$ cat src/rtl/text_banner_overlay.sv
// text_banner_overlay: two-stage 5x5 block-letter string renderer with
// off/steady/blink/fade-in modes, frame-synchronised to Hcount=Vcount=0.
module text_banner_overlay #(
    parameter int          N_CHARS          = 8,
    parameter int          CELL_LOG2        = 3,
    parameter int          X0               = 220,
    parameter int          Y0               = 110,
    parameter logic [11:0] FG_RGB           = 12'hFFF,
    parameter logic [11:0] BG_RGB           = 12'h000,
    parameter int          BLINK_FRAMES     = 30,
    parameter int          FADE_STEP_FRAMES = 4
) (
    input  logic        clk,
    input  logic        rst_n,
    input  logic [15:0] Hcount,
    input  logic [15:0] Vcount,
    input  logic [1:0]  mode,
    input  logic        wr_en,
    input  logic [3:0]  wr_addr,
    input  logic [2:0]  wr_char,
    output logic [3:0]  r_red,
    output logic [3:0]  r_green,
    output logic [3:0]  r_blue
);
    typedef enum logic [1:0] {M_OFF, M_STEADY, M_BLINK, M_FADE} mode_t;

    localparam int BW = $clog2(BLINK_FRAMES + 1);
    localparam int FW = $clog2(FADE_STEP_FRAMES + 1);
    localparam logic [31:0] X_LO = 32'(X0);
    localparam logic [31:0] X_HI = 32'(X0 + N_CHARS * (8 << CELL_LOG2));
    localparam logic [31:0] Y_LO = 32'(Y0);
    localparam logic [31:0] Y_HI = 32'(Y0 + (5 << CELL_LOG2));
    // "GAMEOVER", slot 0 in the low bits; upper slots blank
    localparam logic [47:0] RESET_TEXT = {24'd0, 3'd7, 3'd4, 3'd6, 3'd5, 3'd4, 3'd3, 3'd2, 3'd1};

    function automatic logic [4:0] glyph_row(input logic [2:0] code, input logic [2:0] row);
        logic [24:0] g;
        case (code)
            3'd1:    g = {5'h1F, 5'h10, 5'h17, 5'h11, 5'h1F};
            3'd2:    g = {5'h1F, 5'h11, 5'h1F, 5'h11, 5'h11};
            3'd3:    g = {5'h11, 5'h1B, 5'h15, 5'h11, 5'h11};
            3'd4:    g = {5'h1F, 5'h10, 5'h1E, 5'h10, 5'h1F};
            3'd5:    g = {5'h1F, 5'h11, 5'h11, 5'h11, 5'h1F};
            3'd6:    g = {5'h11, 5'h11, 5'h11, 5'h0A, 5'h04};
            3'd7:    g = {5'h1E, 5'h11, 5'h1E, 5'h12, 5'h11};
            default: g = 25'd0;
        endcase
        return (row < 3'd5) ? 5'(g >> (5'd20 - 5'd5 * 5'(row))) : 5'd0;
    endfunction

    function automatic logic [3:0] min4(input logic [3:0] a, input logic [3:0] b);
        return (a < b) ? a : b;
    endfunction

    logic [31:0]   x, y, xr, yr;
    logic          fs, entry, bwrap, fwrap, in_d, lit;
    logic [3:0]    slot_d;
    logic [2:0]    col_d, row_d, code_d;
    logic [4:0]    sh;
    logic [11:0]   faded, rgb_d, rgb_q;
    mode_t         mode_q, mode_d, md1_q;
    logic          vis_q, vis_d, vis1_q;
    logic [BW-1:0] bcnt_q, bcnt_d;
    logic [FW-1:0] fcnt_q, fcnt_d;
    logic [3:0]    lvl_q, lvl_d, lvl1_q;
    logic [2:0]    buf_q [16];
    logic [2:0]    buf_d [16];
    logic          v1_q, in_q;
    logic [2:0]    col_q, row_q, code_q;

    always_comb begin
        x      = {16'd0, Hcount};
        y      = {16'd0, Vcount};
        in_d   = x >= X_LO && x < X_HI && y >= Y_LO && y < Y_HI;
        xr     = x - X_LO;
        yr     = y - Y_LO;
        slot_d = 4'(xr >> (CELL_LOG2 + 3));
        col_d  = 3'(xr >> CELL_LOG2);
        row_d  = 3'(yr >> CELL_LOG2);
        code_d = buf_q[slot_d];
        fs     = Hcount == 16'd0 && Vcount == 16'd0;
        mode_d = fs ? mode_t'(mode) : mode_q;
        entry  = mode_d != mode_q;
        bwrap  = bcnt_q + BW'(1) == BW'(BLINK_FRAMES);
        fwrap  = fcnt_q + FW'(1) == FW'(FADE_STEP_FRAMES);
        bcnt_d = !(fs && mode_d == M_BLINK) ? bcnt_q : (entry || bwrap) ? '0 : bcnt_q + BW'(1);
        vis_d  = !(fs && mode_d == M_BLINK) ? vis_q : entry ? 1'b1 : bwrap ? ~vis_q : vis_q;
        fcnt_d = !(fs && mode_d == M_FADE) ? fcnt_q : (entry || fwrap) ? '0 : fcnt_q + FW'(1);
        lvl_d  = !(fs && mode_d == M_FADE) ? lvl_q : entry ? 4'd0 :
                 (fwrap && lvl_q != 4'd15) ? lvl_q + 4'd1 : lvl_q;
        buf_d  = buf_q;
        if (wr_en && 32'(wr_addr) < N_CHARS) buf_d[wr_addr] = wr_char;
    end

    always_comb begin
        sh    = glyph_row(code_q, row_q) << col_q;
        lit   = in_q && col_q < 3'd5 && sh[4];
        faded = {min4(FG_RGB[11:8], lvl1_q), min4(FG_RGB[7:4], lvl1_q), min4(FG_RGB[3:0], lvl1_q)};
        rgb_d = (!v1_q || !lit)                ? BG_RGB :
                (md1_q == M_STEADY)            ? FG_RGB :
                (md1_q == M_BLINK && vis1_q)   ? FG_RGB :
                (md1_q == M_FADE)              ? faded  : BG_RGB;
    end

    always_ff @(posedge clk or negedge rst_n) begin
        if (!rst_n) begin
            mode_q <= M_OFF;
            vis_q  <= 1'b1;
            bcnt_q <= '0;
            fcnt_q <= '0;
            lvl_q  <= 4'd0;
            for (int i = 0; i < 16; i++) buf_q[i] <= (i < N_CHARS) ? RESET_TEXT[3*i +: 3] : 3'd0;
            v1_q   <= 1'b0;
            in_q   <= 1'b0;
            col_q  <= 3'd0;
            row_q  <= 3'd0;
            code_q <= 3'd0;
            md1_q  <= M_OFF;
            vis1_q <= 1'b1;
            lvl1_q <= 4'd0;
            rgb_q  <= 12'd0;
        end else begin
            mode_q <= mode_d;
            vis_q  <= vis_d;
            bcnt_q <= bcnt_d;
            fcnt_q <= fcnt_d;
            lvl_q  <= lvl_d;
            buf_q  <= buf_d;
            v1_q   <= 1'b1;
            in_q   <= in_d;
            col_q  <= col_d;
            row_q  <= row_d;
            code_q <= code_d;
            md1_q  <= mode_d;
            vis1_q <= vis_d;
            lvl1_q <= lvl_d;
            rgb_q  <= rgb_d;
        end
    end

    assign {r_red, r_green, r_blue} = rgb_q;
endmodule

$ cat config.mk
export PLATFORM = sky130hd
export DESIGN_NAME = text_banner_overlay
export DESIGN_NICKNAME = d
export VERILOG_FILES = /design/src/rtl/text_banner_overlay.sv
export SDC_FILE = /design/constraint.sdc
export NUM_CORES = 1
export LEC_CHECK = 0
export BUFFER_PORTS_ARGS = -buffer_cell sky130_fd_sc_hd__buf_2
export CAP_MARGIN = 20
export CORE_MARGIN = 4
export CORE_UTILIZATION = 64
export CTS_CLUSTER_SIZE = 25
export DETAILED_ROUTE_END_ITERATION = 10
export HOLD_SLACK_MARGIN = 0.08
export PLACE_DENSITY = 0.86
export SYNTH_ARGS = -nofsm -noshare
export SYNTH_HDL_FRONTEND = slang
export SYNTH_SLANG_ARGS = --single-unit
$ cat constraint.sdc
create_clock -name clk -period 8.9 [get_ports clk]
set_input_delay 1.78 -clock clk [delete_from_list [all_inputs] [get_ports clk]]
set_output_delay 1.78 -clock clk [all_outputs]
set_load 0.005 [all_outputs]
==> summary.txt, run 1 <==
Run status
  – Status: finished clean

Floorplan
  – Die height: 96.4 um
  – Initial Util: 67.6%
  – Die width: 96.4 um
  – Die ar.: 9300 um^2
  – Boundary pin count: 56
  – Core ar.: 7410 um^2
  – FP Rows: 31

Yosys
  – Count of different cell masters after synthesis: 76
  – Synth warn: 0
  – Mapped Nets: 586
  – Seq/Total Area, Yosys: 39.3%
  – Syn Std Cell Area: 5010 um^2
  – Syn avg cell area: 9.46 um^2
  – Async SR Flop Fraction: 100%
  – Seq cells post-synth: 78
  – EDFF count, synth: 0
  – Gate Count Post-Synth: 529
  – Synth Flop Type: dfrtp_1

Place
  – Port Buffers: 55
  – Final GP Congestion: 1.02
  – Post-DP HPWL: 8260 um
  – Pre-CTS WS: 4.89 ns
  – Placed Instances: 631

Routing
  – Routed length per instance: 18.0 um
  – Post-route ant nets: 0
  – Iteration count of the initial detailed-routing pass: 6
  – Remaining DRCs: 0
  – Iter 0 DRT Violations: 391
  – Total vias in the final route: 4194
  – Final WL: 11600 um
  – Vias per cell: 6.48

Hold path
  – Hold_sp: buf_q[17]
  – Worst hold path type: flip-flop to flip-flop

Worst setup path
  – R2R Path Start: row_q[0]
  – Worst path required time: 9.15 ns
  – Crit path max fanout: 31
  – Setup CP Type: flip-flop to flip-flop
  – Crit path from: row_q[0]
  – Critical Path Start Type: flip-flop
  – Crit path arrival time: 4.26 ns
  – Crit end category: flip-flop

Power and ir drop
  – Peak supply drop: 0.143 mV
  – Total power per unit cell area: 192 nW/um^2
  – P_leak: 2.31 nW

GRT
  – Grt total ovfl: 0
  – Vias in the first global route: 4021
  – Global-route wire length before repair: 19100 um
  – Met1 usage: 35.0%
  – Largest net degree at the start of global routing: 79
  – Met3 usage: 5.03%
  – Met2 Use GR: 42.9%
  – GR peak layer: met2
  – Initial antenna violation count: 0
  – Gr usage total: 26.2%

Timing
  – Measured slew at the worst slew-check pin: 1.04 ns
  – RSZ-0062 raised after global routing: false
  – Min cycle time layout: 4.01 ns
  – Hold slack: 0.379 ns
  – Worst slew margin: 30.9%
  – PnR worst setup slack: 4.89 ns
  – Tcrit/Tclk final: 45.1%
  – Final hold vios: 0
  – Worst Clk Skew: 0.0111 ns
  – Slew Limit Fails: 0
  – Setup TNS: 0 ns
  – Final setup vio count: 0
  – Fmax: 249 MHz

Finish
  – Area Overhead vs Synth: 6.82%
  – Commonest non-fill, non-tap cell in the layout: dfrtp_1
  – Antenna cells: 0
  – Net count, final: 600
  – Fill count: 542
  – Final Non-Filler Cells: 647
  – Share of cells above drive strength 1: 23.4%
  – Most frequent cells in the layout: dfrtp_1 (64), buf_2 (54), nand2_1 (31), o21ai_0 (29), nor2_1 (28)

Clocking
  – Post-CTS Setup Inserts: 0
  – CTS tree: yes
  – CTS max path bufs: 2
  – Resized Gates After CTS: 0
  – CTS Hold Buffers Added: 0
  – Htree depth: 3
  – Worst-path clk slew: 0.08 ns
  – CTS buffer count: 9
  – Root buffer cell: clkbuf_8
  – Clk sink count: 78
  – Skew-Pair Late Insertion Delay: 0.36 ns

Flow run
  – Max-cap viol count: 0
## worst paths after layout
path | to | slack, ns | depth (start not counted)
worst max-delay path | rgb_q[7] | 4.89 | 9
worst min-delay path | buf_q[17] | 0.38 | 0
worst max register to register | rgb_q[7] | 4.89 | 9
worst min register to register | buf_q[17] | 0.38 | 0
max in group asynchronous | fcnt_q[2] | 6.72 | 1
min in group asynchronous | buf_q[9] | 1.54 | 1
## synth_stat cells (3+ instances only)
cell type / n / area share [%]
a21oi_1: 25 / 2.5
mux2_2: 27 / 6.1
o21ai_0: 29 / 2.9
buf_6: 4 / 0.90
nor2b_1: 3 / 0.37
a22oi_1: 3 / 0.45
buf_4: 11 / 1.6
a31oi_1: 12 / 1.5
nor3_1: 17 / 1.7
or2_2: 4 / 0.50
a21boi_0: 3 / 0.45
nor4_1: 9 / 1.1
xnor2_1: 14 / 2.4
mux2i_1: 24 / 4.8
nand2b_1: 10 / 1.2
ha_1: 13 / 3.2
inv_1: 14 / 1.0
nand3_1: 13 / 1.3
o22ai_1: 18 / 2.2
a21o_1: 3 / 0.45
nand2_1: 31 / 2.3
dfstp_2: 14 / 7.3
buf_2: 13 / 1.3
o31ai_1: 4 / 0.60
nor3b_1: 5 / 0.75
dfrtp_1: 64 / 32
nor2_1: 28 / 2.1
a211oi_1: 5 / 0.75
nand4_1: 5 / 0.62
o32ai_1: 3 / 0.52
nand3b_1: 6 / 0.90
clkbuf_1: 27 / 2.0
clkinv_1: 3 / 0.22
o211ai_1: 4 / 0.60
xor2_1: 7 / 1.2
## area by class of cell
class / count / area [um^2] / share of cell area, %
multi-input combinational: 377 / 2660 / 49.8
tap: 99 / 124 / 2.32
clock inverter: 6 / 75.1 / 1.40
inverter: 18 / 72.6 / 1.36
timing repair buffer: 59 / 308 / 5.76
clock buffer: 10 / 138 / 2.57
sequential: 78 / 1970 / 36.8
## registers in the layout, summed over array words and instances, names as in the netlist, 2 cells and up
name	flops
bcnt_q	5
buf_q	48
code_q	3
col_q	3
fcnt_q	3
lvl1_q	4
md1_q	2
rgb_q	4
row_q	3
## critical path, cell delays in order (launching register included)
cell and delay [ns]:
dfrtp_1 1.00, inv_1 0.28, ha_1 0.83, clkinv_1 0.46
a2bb2oi_1 0.24, o22ai_1 0.11, or4_1 0.43, nand4_1 0.12
o21ai_0 0.17, nor3_1 0.26
## metal layers
metal,part of all wire [%],up-vias
li1,-,1971
met1,40,1986
met2,51,206
met3,7.3,31
met4,2.2,0
met5,0,-
## cells by family after synthesis
logic type / share of synthesized area (%)
compound gates: 18.6
xor+xnor: 4.00
fa+ha+maj: 3.25
buf+inv: 7.72
flops: 39.3
mux: 10.9
other cells: 0.0749
simple gates: 16.1
## per-stage QoR
stage               util [%]  area, um^2  power [mW]
CTS                     72.2        5350        1.02
global placement        69.3        5130       0.739
detailed placement      69.3        5130       0.741
floorplan                  -        5010       0.668
finish                  72.2        5350        1.03
global route            72.2        5350        1.08
## power by group
group / leakage [nW] / internal, mW / switching [mW]
combinational: 1.21 / 0.130 / 0.198
clock: 0.106 / 0.142 / 0.139
sequential: 0.997 / 0.394 / 0.0230
total: 2.31 / 0.666 / 0.360
Note: power is estimated with default switching activity, not from simulation.
==> inputs of run 2 (changes only) <==
- CORE_UTILIZATION: 64 -> 54
- PLACE_DENSITY: 0.86 -> 0.77
- clock period: 8.9 -> 3.43 ns (I/O delays scaled with it)
==> run 2 against run 1 <==
Compared with the run above:
- die area up 17%
- sequential share of layout area is 0.47 points lower
- via count fell by 1.8%
- clock-buffer cell count is 2 higher
- cell area is 1.3% higher
- critical path type unchanged
- largest cell class unchanged
==> summary.txt, run 2 (synthesis gave the netlist of run 1 again) <==
Timing
  – Final hold vios: 0
  – Min cycle time layout: 3.05 ns
  – Worst slew margin: 38.6%
  – Fmax: 327 MHz
  – Measured slew at the worst slew-check pin: 0.921 ns
  – Worst Clk Skew: 0.0118 ns
  – RSZ-0062 raised after global routing: false
  – Final setup vio count: 0
  – Slew Limit Fails: 0
  – Setup TNS: 0 ns
  – Tcrit/Tclk final: 89.1%

Hold path
  – Worst hold path type: flip-flop to flip-flop

Routing
  – Total vias in the final route: 4117
  – Vias per cell: 6.21
  – Iter 0 DRT Violations: 211
  – Post-route ant nets: 0
  – Iteration count of the initial detailed-routing pass: 6
  – Final WL: 11900 um
  – Routed length per instance: 18.0 um
  – Remaining DRCs: 0

Clocking
  – Skew-Pair Late Insertion Delay: 0.35 ns
  – CTS buffer count: 9
  – Resized Gates After CTS: 0
  – CTS max path bufs: 2
  – CTS tree: yes
  – Post-CTS Setup Inserts: 0
  – CTS Hold Buffers Added: 0
  – Worst-path clk slew: 0.08 ns
  – Clk sink count: 78
  – Htree depth: 3
  – Root buffer cell: clkbuf_8

Worst setup path
  – Crit path max fanout: 9
  – Worst path required time: 3.65 ns
  – Setup CP Type: flip-flop to flip-flop
  – Critical Path Start Type: flip-flop
  – Crit path arrival time: 3.27 ns
  – Crit end category: flip-flop

Floorplan
  – Core ar.: 8890 um^2
  – Die height: 104 um
  – Die ar.: 10900 um^2
  – Boundary pin count: 56
  – FP Rows: 34
  – Die width: 104 um
  – Initial Util: 56.3%

Place
  – Post-DP Area: 5200 um^2
  – Final GP Congestion: 1.02
  – Placed Instances: 647
  – Post-DP HPWL: 8530 um
  – Port Buffers: 55

Finish
  – Largest register FFs: 48
  – Commonest non-fill, non-tap cell in the layout: dfrtp_1
  – Largest regs: buf_q: 48 flops, bcnt_q: 5 flops
  – Top reg by flops: buf_q
  – Net count, final: 607
  – Layout Utilization: 60.9%
  – Antenna cells: 0
  – Most frequent cells in the layout: dfrtp_1 (64), buf_2 (54), nand2_1 (31), o21ai_0 (29), nor2_1 (28)
  – Final Non-Filler Cells: 663
  – Fill count: 721
  – Area Overhead vs Synth: 8.20%
  – Final design area excluding fillers: 5420 um^2
  – Share of cells above drive strength 1: 24.3%

GRT
  – Largest net degree at the start of global routing: 79
  – Vias in the first global route: 3998
  – Gr usage total: 22.0%
  – Global-route wire length before repair: 19800 um
  – Initial antenna violation count: 0
  – Grt total ovfl: 0

Flow run
  – Max-cap viol count: 0

Power and ir drop
  – Peak supply drop: 0.292 mV
  – Total power per unit cell area: 498 nW/um^2
  – P_leak: 2.36 nW
  – Power, Total: 2.70 mW

Run status
  – Status: finished clean
run 2: cell types whose count changed in the layout (fill, tap and decap cells not counted):
cell,previous run,this run
buf_4,5,12
clkbuf_8,10,12
inv_6,4,2
clkinv_2,0,1
clkinv_4,0,1
clkinvlp_4,1,0
inv_8,1,0
run 2: cell type report:
class,instances,area [um^2],share of cell area [%]
sequential,78,1970,36.4
inverter,18,72.6,1.34
clock buffer,12,165,3.05
multi-input combinational,377,2660,49.1
tap,108,135,2.49
clock inverter,4,52.6,0.970
timing repair buffer,66,360,6.65
run 2: layer usage:
layer | wire length, um | share of wire, % | vias up | global-route usage (%)
li1 | - | - | 1972 | -
met1 | 5090 | 43 | 1928 | 29.1
met2 | 5710 | 48 | 186 | 35.3
met3 | 824 | 6.9 | 31 | 4.53
met4 | 311 | 2.6 | 0 | 8.45
met5 | 0 | 0 | - | 0
run 2: stage by stage:
stage / hold slack [ns] / setup slack (ns)
after CTS: 0.384 / 0.426
after global placement: 0.364 / 0.489
after floorplan: 0.390 / 0.645
after global routing: 0.390 / 0.126
after detailed placement: 0.365 / 0.447
final: 0.379 / 0.375
run 2: power by group:
part           internal, mW  total, mW  switching [mW]
registers              1.02       1.10          0.0748
logic                 0.354      0.870           0.516
clock network         0.399      0.732           0.333
total                  1.78       2.70           0.924
run 2: worst max-delay path: stages (launching register included):
cell      delay, ns
dfrtp_1        0.41
inv_1          0.17
ha_1           0.22
inv_1          0.05
ha_1           0.42
clkinv_1       0.29
a21oi_1        0.19
o32ai_1        0.10
a221o_1        0.38
a221oi_1       0.32
o41a_1         0.28
nor3_1         0.09
run 2: path summary, 6_finish.rpt:
check	start	endpoint	slack, ns	cells past startpoint
max in group asynchronous	rst_n	row_q[0]	2.36	1
worst max-delay path	row_q[0]	rgb_q[8]	0.38	11
worst min register to register	buf_q[9]	buf_q[9]	0.38	0
min in group asynchronous	rst_n	bcnt_q[1]	0.48	1
worst min-delay path	buf_q[9]	buf_q[9]	0.38	0
worst max register to register	row_q[0]	rgb_q[8]	0.38	11
